==> src/rtl/simple_axi_arbiter_if.sv <==
// Requester-side and master-side signal bundle of simple_axi_arbiter.
// The arbiter uses the slave modport; the environment uses the master modport.
interface simple_axi_arbiter_if #(
    parameter int NUM_REQ = 4
);
    logic [NUM_REQ-1:0]    i_req;
    logic [2*NUM_REQ-1:0]  i_req_rw;
    logic [3*NUM_REQ-1:0]  i_req_size;
    logic [32*NUM_REQ-1:0] i_req_addr;
    logic [64*NUM_REQ-1:0] i_req_wdata;
    logic [NUM_REQ-1:0]    o_ack;
    logic [63:0]           o_rdata;
    logic                  o_error;
    logic                  o_invalid;
    logic [NUM_REQ-1:0]    o_grant;
    logic                  o_busy;
    logic [1:0]            m_rw;
    logic [2:0]            m_size;
    logic [31:0]           m_addr;
    logic [63:0]           m_wdata;
    logic                  m_clear;
    logic                  m_wait;
    logic                  m_done;
    logic                  m_error;
    logic                  m_invalid;
    logic [63:0]           m_rdata;

    modport slave (
        input  i_req, i_req_rw, i_req_size, i_req_addr, i_req_wdata,
        input  m_wait, m_done, m_error, m_invalid, m_rdata,
        output o_ack, o_rdata, o_error, o_invalid, o_grant, o_busy,
        output m_rw, m_size, m_addr, m_wdata, m_clear
    );

    modport master (
        output i_req, i_req_rw, i_req_size, i_req_addr, i_req_wdata,
        output m_wait, m_done, m_error, m_invalid, m_rdata,
        input  o_ack, o_rdata, o_error, o_invalid, o_grant, o_busy,
        input  m_rw, m_size, m_addr, m_wdata, m_clear
    );
endinterface

==> src/rtl/simple_axi_arbiter.sv <==
// Round-robin arbiter sharing one simple_axi_master port among NUM_REQ requesters:
// one command in flight, one-cycle ack with registered response, sticky flags cleared.
module simple_axi_arbiter #(
    parameter int NUM_REQ = 4
) (
    input  logic                 i_clk,
    input  logic                 i_rst,
    simple_axi_arbiter_if.slave  bus
);
    localparam int IDX_W = (NUM_REQ > 1) ? $clog2(NUM_REQ) : 1;

    typedef enum logic [1:0] {
        S_IDLE  = 2'd0,
        S_ISSUE = 2'd1,
        S_BUSY  = 2'd2,
        S_RESP  = 2'd3
    } state_e;

    state_e             state_q, state_d;
    logic [IDX_W-1:0]   ptr_q, ptr_d;
    logic [IDX_W-1:0]   idx_q, idx_d;
    logic [1:0]         rw_q, rw_d;
    logic [2:0]         size_q, size_d;
    logic [31:0]        addr_q, addr_d;
    logic [63:0]        wdata_q, wdata_d;
    logic [63:0]        rdata_q, rdata_d;
    logic               error_q, error_d;
    logic               invalid_q, invalid_d;

    logic [1:0]         req_rw_a    [NUM_REQ];
    logic [2:0]         req_size_a  [NUM_REQ];
    logic [31:0]        req_addr_a  [NUM_REQ];
    logic [63:0]        req_wdata_a [NUM_REQ];

    logic [IDX_W:0]     pick_s;
    logic               pick_vld_s;
    logic [IDX_W-1:0]   pick_idx_s;
    logic [1:0]         m_rw_s;
    logic               m_clear_s;
    logic [NUM_REQ-1:0] idx_oh_s;

    // First requesting index at or above ptr, wrapping; MSB flags a hit.
    function automatic logic [IDX_W:0] rr_pick(input logic [NUM_REQ-1:0] req,
                                               input logic [IDX_W-1:0]   ptr);
        logic [IDX_W:0]   res;
        logic [IDX_W-1:0] pos_idx;
        int               pos;
        res = {(IDX_W+1){1'b0}};
        for (int k = NUM_REQ - 1; k >= 0; k--) begin
            pos     = int'(ptr) + k;
            pos     = (pos >= NUM_REQ) ? (pos - NUM_REQ) : pos;
            pos_idx = IDX_W'(pos);
            if (req[pos_idx]) begin
                res = {1'b1, pos_idx};
            end else begin
                res = res;
            end
        end
        return res;
    endfunction

    for (genvar r = 0; r < NUM_REQ; r++) begin : g_unpack
        assign req_rw_a[r]    = bus.i_req_rw[2*r +: 2];
        assign req_size_a[r]  = bus.i_req_size[3*r +: 3];
        assign req_addr_a[r]  = bus.i_req_addr[32*r +: 32];
        assign req_wdata_a[r] = bus.i_req_wdata[64*r +: 64];
    end

    assign pick_s     = rr_pick(bus.i_req, ptr_q);
    assign pick_vld_s = pick_s[IDX_W];
    assign pick_idx_s = pick_s[IDX_W-1:0];
    assign idx_oh_s   = {{(NUM_REQ-1){1'b0}}, 1'b1} << idx_q;

    // Next-state, command latch, response capture and master strobes.
    always_comb begin
        state_d   = state_q;
        ptr_d     = ptr_q;
        idx_d     = idx_q;
        rw_d      = rw_q;
        size_d    = size_q;
        addr_d    = addr_q;
        wdata_d   = wdata_q;
        rdata_d   = rdata_q;
        error_d   = error_q;
        invalid_d = invalid_q;
        m_rw_s    = 2'b00;
        m_clear_s = 1'b1;

        case (state_q)
            S_IDLE: begin
                if (pick_vld_s) begin
                    idx_d   = pick_idx_s;
                    rw_d    = req_rw_a[pick_idx_s];
                    size_d  = req_size_a[pick_idx_s];
                    addr_d  = req_addr_a[pick_idx_s];
                    wdata_d = req_wdata_a[pick_idx_s];
                    // Undefined rw codes never reach the master.
                    if ((req_rw_a[pick_idx_s] == 2'b00) || (req_rw_a[pick_idx_s] == 2'b11)) begin
                        rdata_d   = 64'd0;
                        error_d   = 1'b1;
                        invalid_d = 1'b1;
                        state_d   = S_RESP;
                    end else begin
                        state_d   = S_ISSUE;
                    end
                end else begin
                    state_d = S_IDLE;
                end
            end
            S_ISSUE: begin
                m_rw_s    = rw_q;
                m_clear_s = bus.m_done;
                if (bus.m_done) begin
                    rdata_d   = 64'd0;
                    error_d   = bus.m_error;
                    invalid_d = bus.m_invalid;
                    state_d   = S_RESP;
                end else begin
                    state_d   = S_BUSY;
                end
            end
            S_BUSY: begin
                if (bus.m_done && !bus.m_wait) begin
                    m_clear_s = 1'b1;
                    rdata_d   = (rw_q == 2'b10) ? bus.m_rdata : 64'd0;
                    error_d   = bus.m_error;
                    invalid_d = bus.m_invalid;
                    state_d   = S_RESP;
                end else begin
                    m_clear_s = 1'b0;
                    state_d   = S_BUSY;
                end
            end
            S_RESP: begin
                ptr_d   = (idx_q == IDX_W'(NUM_REQ - 1)) ? {IDX_W{1'b0}} : (idx_q + IDX_W'(1));
                state_d = S_IDLE;
            end
            default: begin
                state_d = S_IDLE;
            end
        endcase
    end

    // State and datapath registers with synchronous reset.
    always_ff @(posedge i_clk) begin
        if (i_rst) begin
            state_q   <= S_IDLE;
            ptr_q     <= {IDX_W{1'b0}};
            idx_q     <= {IDX_W{1'b0}};
            rw_q      <= 2'b00;
            size_q    <= 3'd0;
            addr_q    <= 32'd0;
            wdata_q   <= 64'd0;
            rdata_q   <= 64'd0;
            error_q   <= 1'b0;
            invalid_q <= 1'b0;
        end else begin
            state_q   <= state_d;
            ptr_q     <= ptr_d;
            idx_q     <= idx_d;
            rw_q      <= rw_d;
            size_q    <= size_d;
            addr_q    <= addr_d;
            wdata_q   <= wdata_d;
            rdata_q   <= rdata_d;
            error_q   <= error_d;
            invalid_q <= invalid_d;
        end
    end

    assign bus.o_ack     = (state_q == S_RESP) ? idx_oh_s : {NUM_REQ{1'b0}};
    assign bus.o_grant   = (state_q != S_IDLE) ? idx_oh_s : {NUM_REQ{1'b0}};
    assign bus.o_busy    = (state_q != S_IDLE);
    assign bus.o_rdata   = rdata_q;
    assign bus.o_error   = error_q;
    assign bus.o_invalid = invalid_q;
    assign bus.m_rw      = m_rw_s;
    assign bus.m_size    = size_q;
    assign bus.m_addr    = addr_q;
    assign bus.m_wdata   = wdata_q;
    assign bus.m_clear   = m_clear_s;
endmodule

==> src/flat_wrapper.sv <==
// flat-port wrapper written by rule: the top's interface ports become plain ports
module simple_axi_arbiter_flat 
#(
    parameter int NUM_REQ = 4
)
  (i_clk, i_rst, bus_i_req, bus_i_req_rw, bus_i_req_size, bus_i_req_addr, bus_i_req_wdata, bus_m_wait, bus_m_done, bus_m_error, bus_m_invalid, bus_m_rdata, bus_o_ack, bus_o_rdata, bus_o_error, bus_o_invalid, bus_o_grant, bus_o_busy, bus_m_rw, bus_m_size, bus_m_addr, bus_m_wdata, bus_m_clear);
  simple_axi_arbiter_if #(.NUM_REQ(NUM_REQ)) bus_i ();
  input  logic i_clk;
  input  logic i_rst;
  input wire logic [$bits(bus_i.i_req)-1:0] bus_i_req;
  input wire logic [$bits(bus_i.i_req_rw)-1:0] bus_i_req_rw;
  input wire logic [$bits(bus_i.i_req_size)-1:0] bus_i_req_size;
  input wire logic [$bits(bus_i.i_req_addr)-1:0] bus_i_req_addr;
  input wire logic [$bits(bus_i.i_req_wdata)-1:0] bus_i_req_wdata;
  input wire logic [$bits(bus_i.m_wait)-1:0] bus_m_wait;
  input wire logic [$bits(bus_i.m_done)-1:0] bus_m_done;
  input wire logic [$bits(bus_i.m_error)-1:0] bus_m_error;
  input wire logic [$bits(bus_i.m_invalid)-1:0] bus_m_invalid;
  input wire logic [$bits(bus_i.m_rdata)-1:0] bus_m_rdata;
  output wire logic [$bits(bus_i.o_ack)-1:0] bus_o_ack;
  output wire logic [$bits(bus_i.o_rdata)-1:0] bus_o_rdata;
  output wire logic [$bits(bus_i.o_error)-1:0] bus_o_error;
  output wire logic [$bits(bus_i.o_invalid)-1:0] bus_o_invalid;
  output wire logic [$bits(bus_i.o_grant)-1:0] bus_o_grant;
  output wire logic [$bits(bus_i.o_busy)-1:0] bus_o_busy;
  output wire logic [$bits(bus_i.m_rw)-1:0] bus_m_rw;
  output wire logic [$bits(bus_i.m_size)-1:0] bus_m_size;
  output wire logic [$bits(bus_i.m_addr)-1:0] bus_m_addr;
  output wire logic [$bits(bus_i.m_wdata)-1:0] bus_m_wdata;
  output wire logic [$bits(bus_i.m_clear)-1:0] bus_m_clear;
  assign bus_i.i_req = bus_i_req;
  assign bus_i.i_req_rw = bus_i_req_rw;
  assign bus_i.i_req_size = bus_i_req_size;
  assign bus_i.i_req_addr = bus_i_req_addr;
  assign bus_i.i_req_wdata = bus_i_req_wdata;
  assign bus_i.m_wait = bus_m_wait;
  assign bus_i.m_done = bus_m_done;
  assign bus_i.m_error = bus_m_error;
  assign bus_i.m_invalid = bus_m_invalid;
  assign bus_i.m_rdata = bus_m_rdata;
  assign bus_o_ack = bus_i.o_ack;
  assign bus_o_rdata = bus_i.o_rdata;
  assign bus_o_error = bus_i.o_error;
  assign bus_o_invalid = bus_i.o_invalid;
  assign bus_o_grant = bus_i.o_grant;
  assign bus_o_busy = bus_i.o_busy;
  assign bus_m_rw = bus_i.m_rw;
  assign bus_m_size = bus_i.m_size;
  assign bus_m_addr = bus_i.m_addr;
  assign bus_m_wdata = bus_i.m_wdata;
  assign bus_m_clear = bus_i.m_clear;
  simple_axi_arbiter #(.NUM_REQ(NUM_REQ)) u_core (.i_clk(i_clk), .i_rst(i_rst), .bus(bus_i));
endmodule
==> config.mk <==
export PLATFORM = sky130hd
export DESIGN_NAME = simple_axi_arbiter_flat
export DESIGN_NICKNAME = d
export VERILOG_FILES = /design/src/rtl/simple_axi_arbiter_if.sv /design/src/rtl/simple_axi_arbiter.sv /design/src/flat_wrapper.sv
export SDC_FILE = /design/constraint.sdc
export NUM_CORES = 1
export LEC_CHECK = 0
export BUFFER_PORTS_ARGS = -buffer_cell sky130_fd_sc_hd__buf_2
export CORE_AREA = 2 2 257 259
export CTS_CLUSTER_DIAMETER = 50
export DETAILED_ROUTE_END_ITERATION = 6
export DIE_AREA = 0 0 259 261
export SYNTH_ARGS = -nofsm -noshare
export SYNTH_HDL_FRONTEND = slang
export SYNTH_SLANG_ARGS = --single-unit
==> constraint.sdc <==
create_clock -name i_clk -period 5.9 [get_ports i_clk]
set_clock_uncertainty 0.05 [all_clocks]
set_input_delay 1.18 -clock i_clk [delete_from_list [all_inputs] [get_ports i_clk]]
set_output_delay 1.18 -clock i_clk [all_outputs]
set_load 0.05 [all_outputs]
Word-level counts from Yosys, hierarchy flattened. Index checks and enable logic that the tools add are counted.

Flip-flop bits (word level): 173. Input bits: 478. Output and inout port bits: 177. Word-level logic and storage cells: 101.

$add $sub $neg: 8. $lt $le $gt $ge: 9. Equality and inequality tests: 10. Shift-type cells: 1. Multiplexer cells: 53. Bitwise operators: 1. Reduce and logical (&&, ||, !) cells: 9.

Operators by type and width (count): 2-to-1 mux 64 bit (7); one-hot mux 64 bit (3 select lines) (1); binary-select mux 64 bit (select 2 bit) (1); binary-select mux 32 bit (select 2 bit) (1); 2-to-1 mux 32 bit (2); 2-to-1 mux 2 bit (10); 2-to-1 mux 3 bit (6); 2-to-1 mux 1 bit (13); >= comparator 3 bit, second input constant (4); less-than comparator 2 x 3 -> 1 bit, second input constant (4); equality test 2 bit, second input constant (5); binary-select mux 1 bit (select 2 bit) (4); 2-to-1 mux 4 bit (2); one-hot mux 2 bit (4 select lines) (1); subtractor 2 x 1 -> 2 bit, second input constant (4); adder 2 x 2 -> 3 bit, second input constant (2); binary-select mux 3 bit (select 2 bit) (1); != test 2 x 1 -> 1 bit, second input constant (3); one-hot mux 1 bit (3 select lines) (2); AND reduction 5 bit (1); binary-select mux 2 bit (select 2 bit) (1); zero test 2 bit (2); << shifter 1 x 2 -> 4 bit, first input constant (1); adder 2 x 1 -> 3 bit, second input constant (1); 12 further kinds (12).

Longest topological paths before layout.
Word-level depth: 18. Gate-level depth with buffers: 10. Gate-level depth less buffers: 8.

Least setup slack after synthesis. Ideal clock, no wire load.

Path kind: input -> output. From: input port bus_m_wait. To: output port bus_m_clear. Arrival time: 1.713 ns. Slack: 2.957 ns. Stages on the path: 3. Path buffers: 0. Cells stage by stage: nor2b_1 o21ai_0 nand2_1.

Longest elaborated chain between the ends: 4.

Ends and longest elaborated chain: start, declared (RTL line flat_wrapper.sv:15) `input wire logic [$bits(bus_i.m_wait)-1:0] bus_m_wait;`; zero test 1 bit (RTL line simple_axi_arbiter.sv:123) `if (bus.m_done && !bus.m_wait) begin`; logical AND 1 bit (RTL line simple_axi_arbiter.sv:123); 2-to-1 mux 1 bit (RTL line simple_axi_arbiter.sv:123); one-hot mux 1 bit (2 select lines) (RTL line simple_axi_arbiter.sv:89) `case (state_q)`; end, declared (RTL line flat_wrapper.sv:30) `output wire logic [$bits(bus_i.m_clear)-1:0] bus_m_clear;`.

No other way between the ends.

Worst setup path after layout.
From: input port bus_i_req[0]. To: register u_core.rdata_q[33] (netlist: u_core.bus.o_rdata[33]).

Longest elaborated chain between the ends: 14.

Ends and longest elaborated chain: start, declared (RTL line flat_wrapper.sv:10) `input wire logic [$bits(bus_i.i_req)-1:0] bus_i_req;`; binary-select mux 1 bit (select 2 bit) (RTL line simple_axi_arbiter.sv:53) `if (req[pos_idx]) begin`; 2-to-1 mux 1 bit (implied by the code) (RTL line simple_axi_arbiter.sv:53); 2-to-1 mux 3 bit (3 in a row) (RTL line simple_axi_arbiter.sv:53); 2-to-1 mux 3 bit * (RTL line simple_axi_arbiter.sv:53); inverter 2 -> 3 bit (implied by the code) (RTL line simple_axi_arbiter.sv:98) `if ((req_rw_a[pick_idx_s] == 2'b00) || (req_rw_a[pick_idx_s] == 2'b11)) begin`; binary-select mux 2 bit (select 2 bit) (RTL line simple_axi_arbiter.sv:98); 2-to-1 mux 2 bit (implied by the code) (2 in a row) (RTL line simple_axi_arbiter.sv:98); equality test 2 bit or zero test 2 bit (tied branches) (RTL line simple_axi_arbiter.sv:98); logical OR 1 bit (RTL line simple_axi_arbiter.sv:98); != test 2 x 1 -> 1 bit (no line); AND reduction 5 bit (no line) *; end signal, assigned (RTL line simple_axi_arbiter.sv:165) `rdata_q <= rdata_d;`; end, declared (RTL line simple_axi_arbiter.sv:26) `logic [63:0] rdata_q, rdata_d;`.

Mark *: on every way between the ends. The rest lies on a longest branch, timed or not. The select of a mux whose other input is x is not followed. A chain may end at the register's enable or synchronous reset.

==> results.yml <==
place:
  gp_routability_congestion: 0.911
  dp.final_hpwl_um: 40500
  io_buffers: 654
  place_inst: 2455
  place_ws_ns: 1.94
critical_path:
  crit_fanout: 42
  critPathBufInv: 2
  start_kind: "input port"
  cp.arrival_ns: 3.87
  worst_path_max_delay_cell: "and4b_2"
  crit_family: "simple AND/OR/NAND/NOR gates"
  crit_chain: "buf_2, nor2b_1, o21bai_1, nand2_1, o221ai_2, and4b_2, buf_4, a221o_1"
  crit_type: "in2reg"
  reg2reg_depth: 8
  required_ns: 6.27
  setup.worst_path.end_class: "flip-flop"
  max_stage_delay_ns: 0.90
  cp.depth: 8
finish:
  layout_commonest_cell: "buf_2"
  drive_above_1_share_pct: 44.0
  final_cell_mix: "buf_2, mux2i_1, dfxtp_1, nand2_1, o221ai_1"
  stdcell_count: 2491
  synthToLayoutAreaGrowth_pct: 50.3
  nNetsFinal: 2096
worst_hold_path:
  hold_class: "reg2reg"
  hold_depth: 2
pwr:
  power.density_nw_per_um2: 367
  pwr-share-seq_pct: 29.4
  switching_power_w: 0.00254
  comb_power_share_pct: 46.2
  peakVddDrop_mv: 0.180
  p_int_w: 0.00263
  p_sw_share_pct: 49.1
  p_clk_share_pct: 24.3
  power.leakage_nw: 7.06
synth:
  ys_ff_latch: 173
  ys_warn_count: 0
  synthCells: 1021
  syn_nets: 1507
  async_flop_share_pct: 0
  ys_seq_area_share_pct: 37.0
  syn-cell-area_um2: 9370
  syn_area_per_cell_um2: 9.18
  ys_types: 38
  ys.flop_type: "dfxtp_1"
  synth_enable_flop_cells: 0
sta:
  period_share_pct: 59.4
  finalWorstSetupSlack_ns: 2.39
  slew_headroom_pct: 35.3
  setup_tns_ns: 0
  rsz0062_at_grt: "false"
  setup_viol: 0
  whs_ns: 0.411
  worstMarginPinSlew_ns: 0.970
  hold_violations: 0
  timing.fmax_mhz: 285
  finalMaxSlewViolations: 0
  period_needed_ns: 3.51
job:
  drv_cap: 0
grt:
  grt_max_degree: 102
  grt_pass1_vias: 9968
  use_met1_pct: 17.1
  grt-busiest-layer: "met2"
  grt_first_pass_wirelength_um: 69800
  grtUsageTotal_pct: 14.4
  grt-ovfl-total: 0
  grtUsageMet3_pct: 7.05
  antenna_found_initial: 10
  gr-usage-met2_pct: 22.6
floorplan:
  start_util_pct: 14.4
  core_um2: 65000
  rows: 94
  die_area_um2: 67600
  die_x_um: 259
  fp.dieH_um: 261
  io_pins: 655
detailed_routing:
  vias: 10509
  dr.pass1.iters: 5
  drc_errors: 0
  viasPerCell: 4.22
  wirelength_um: 50800
  drt_iter0_markers: 781
  antenna_left: 0
  wl_per_cell_um: 20.4
clock_tree:
  cts-hold-fix-buffers: 0
  cts_root_buf: "clkbuf_16"
  clk_pin_slew_ns: 0.08
  postCtsSetupBuffers: 0
  cts_sinks: 173
  insertion_delay_ns: 0.49
  cts_resized: 0
  cts_tree: "yes"
  numCtsBuffers: 17
  clockBufferDepth: 2
  htree_levels: 4
outcome:
  status: "finished clean"
==> path summary, 6_finish.rpt <==
check | start | end | slack (ns)
setup / recovery | bus_i_req[0] | u_core.bus.o_rdata[33] | 2.39
hold / removal | u_core.bus.m_wdata[3] | u_core.bus.m_wdata[3] | 0.41
setup reg to reg | u_core.state_q[1] | u_core.bus.m_wdata[8] | 2.64
hold reg to reg | u_core.bus.m_wdata[3] | u_core.bus.m_wdata[3] | 0.41
==> power by group through the flow <==
| stage | registers, W | clock network (W) | logic [W] |
|---|---|---|---|
| 2_1_floorplan | 0.00224 | 0 | 0.000850 |
| 5_1_grt | 0.00155 | 0.00135 | 0.00256 |
| 6_report | 0.00152 | 0.00126 | 0.00239 |
| 3_5_place_dp | 0.00155 | 0 | 0.00244 |
| 4_1_cts | 0.00152 | 0.00132 | 0.00244 |
| 3_3_place_gp | 0.00154 | 0 | 0.00244 |
==> area by class of cell <==
type | instances | area [um2]
fillers | 7200 | 51000
multi-input cells | 743 | 5460
flip-flops and latches | 173 | 3460
repair buffers | 668 | 3420
well taps | 864 | 1080
clock buffers | 18 | 439
clock inverters | 14 | 189
inverters | 7 | 26.3
diodes | 4 | 10.0
==> synthesized netlist by cell type (3+ instances only) <==
master,count,area (um2)
ha_1,8,100
buf_1,5,18.8
clkbuf_1,28,105
dfxtp_1,173,3460
nor2_1,12,45.0
buf_2,58,290
nor2b_1,14,87.6
xor2_1,3,26.3
nand3_1,65,325
a21oi_1,68,340
o21ai_0,5,25.0
inv_1,7,26.3
and2_1,6,37.5
a221o_1,64,641
mux2i_1,205,2050
o221ai_1,101,885
nand2_1,169,634
buf_6,6,67.6
==> registers in the layout, summed over array words and instances (netlist names) <==
signal	count
u_core.ptr_q	2
u_core.bus.m_addr	32
u_core.bus.m_size	3
u_core.bus.o_error	1
u_core.bus.m_wdata	64
u_core.state_q	2
u_core.bus.o_invalid	1
u_core.idx_q	2
u_core.bus.o_rdata	64
u_core.rw_q	2
==> routing by layer <==
metal / vias up / routed length (um)
li1: 5068 / -
met1: 4884 / 20800
met2: 487 / 22900
met4: 10 / 1260
met3: 60 / 5720
met5: - / 74
==> worst reg2reg max path, stage by stage, from the launching register on <==
cell      delay, ns
dfxtp_1        0.34
inv_1          0.08
ha_1           0.49
o41ai_1        0.16
buf_4          0.19
nor2_1         0.29
nand3_4        0.72
buf_4          0.60
o221ai_1       0.23
==> per-stage QoR <==
stage                     area [um2]  total power (W)  util, %
after global placement         13400          0.00398     20.7
after floorplan                 9370          0.00309        -
after global routing           14100          0.00547     21.6
after CTS                      14100          0.00528     21.6
after detailed placement       13400          0.00399     20.7
final                          14100          0.00517     21.6
==> logic make-up (layout without fill, tap and decap cells) <==
family	count (synthesis)	after routing	share of synthesized area [%]
AND/OR/NAND/NOR	273	273	12.6
XOR/XNOR	4	4	0.374
flip-flops	173	173	37.0
multiplexers	207	207	22.1
buffers and inverters	105	707	5.50
adder cells (fa/ha/maj)	8	8	1.07
AO/OA/AOI/OAI	251	251	21.4
other	0	4	0
Note: power is estimated with default switching activity, not from simulation.
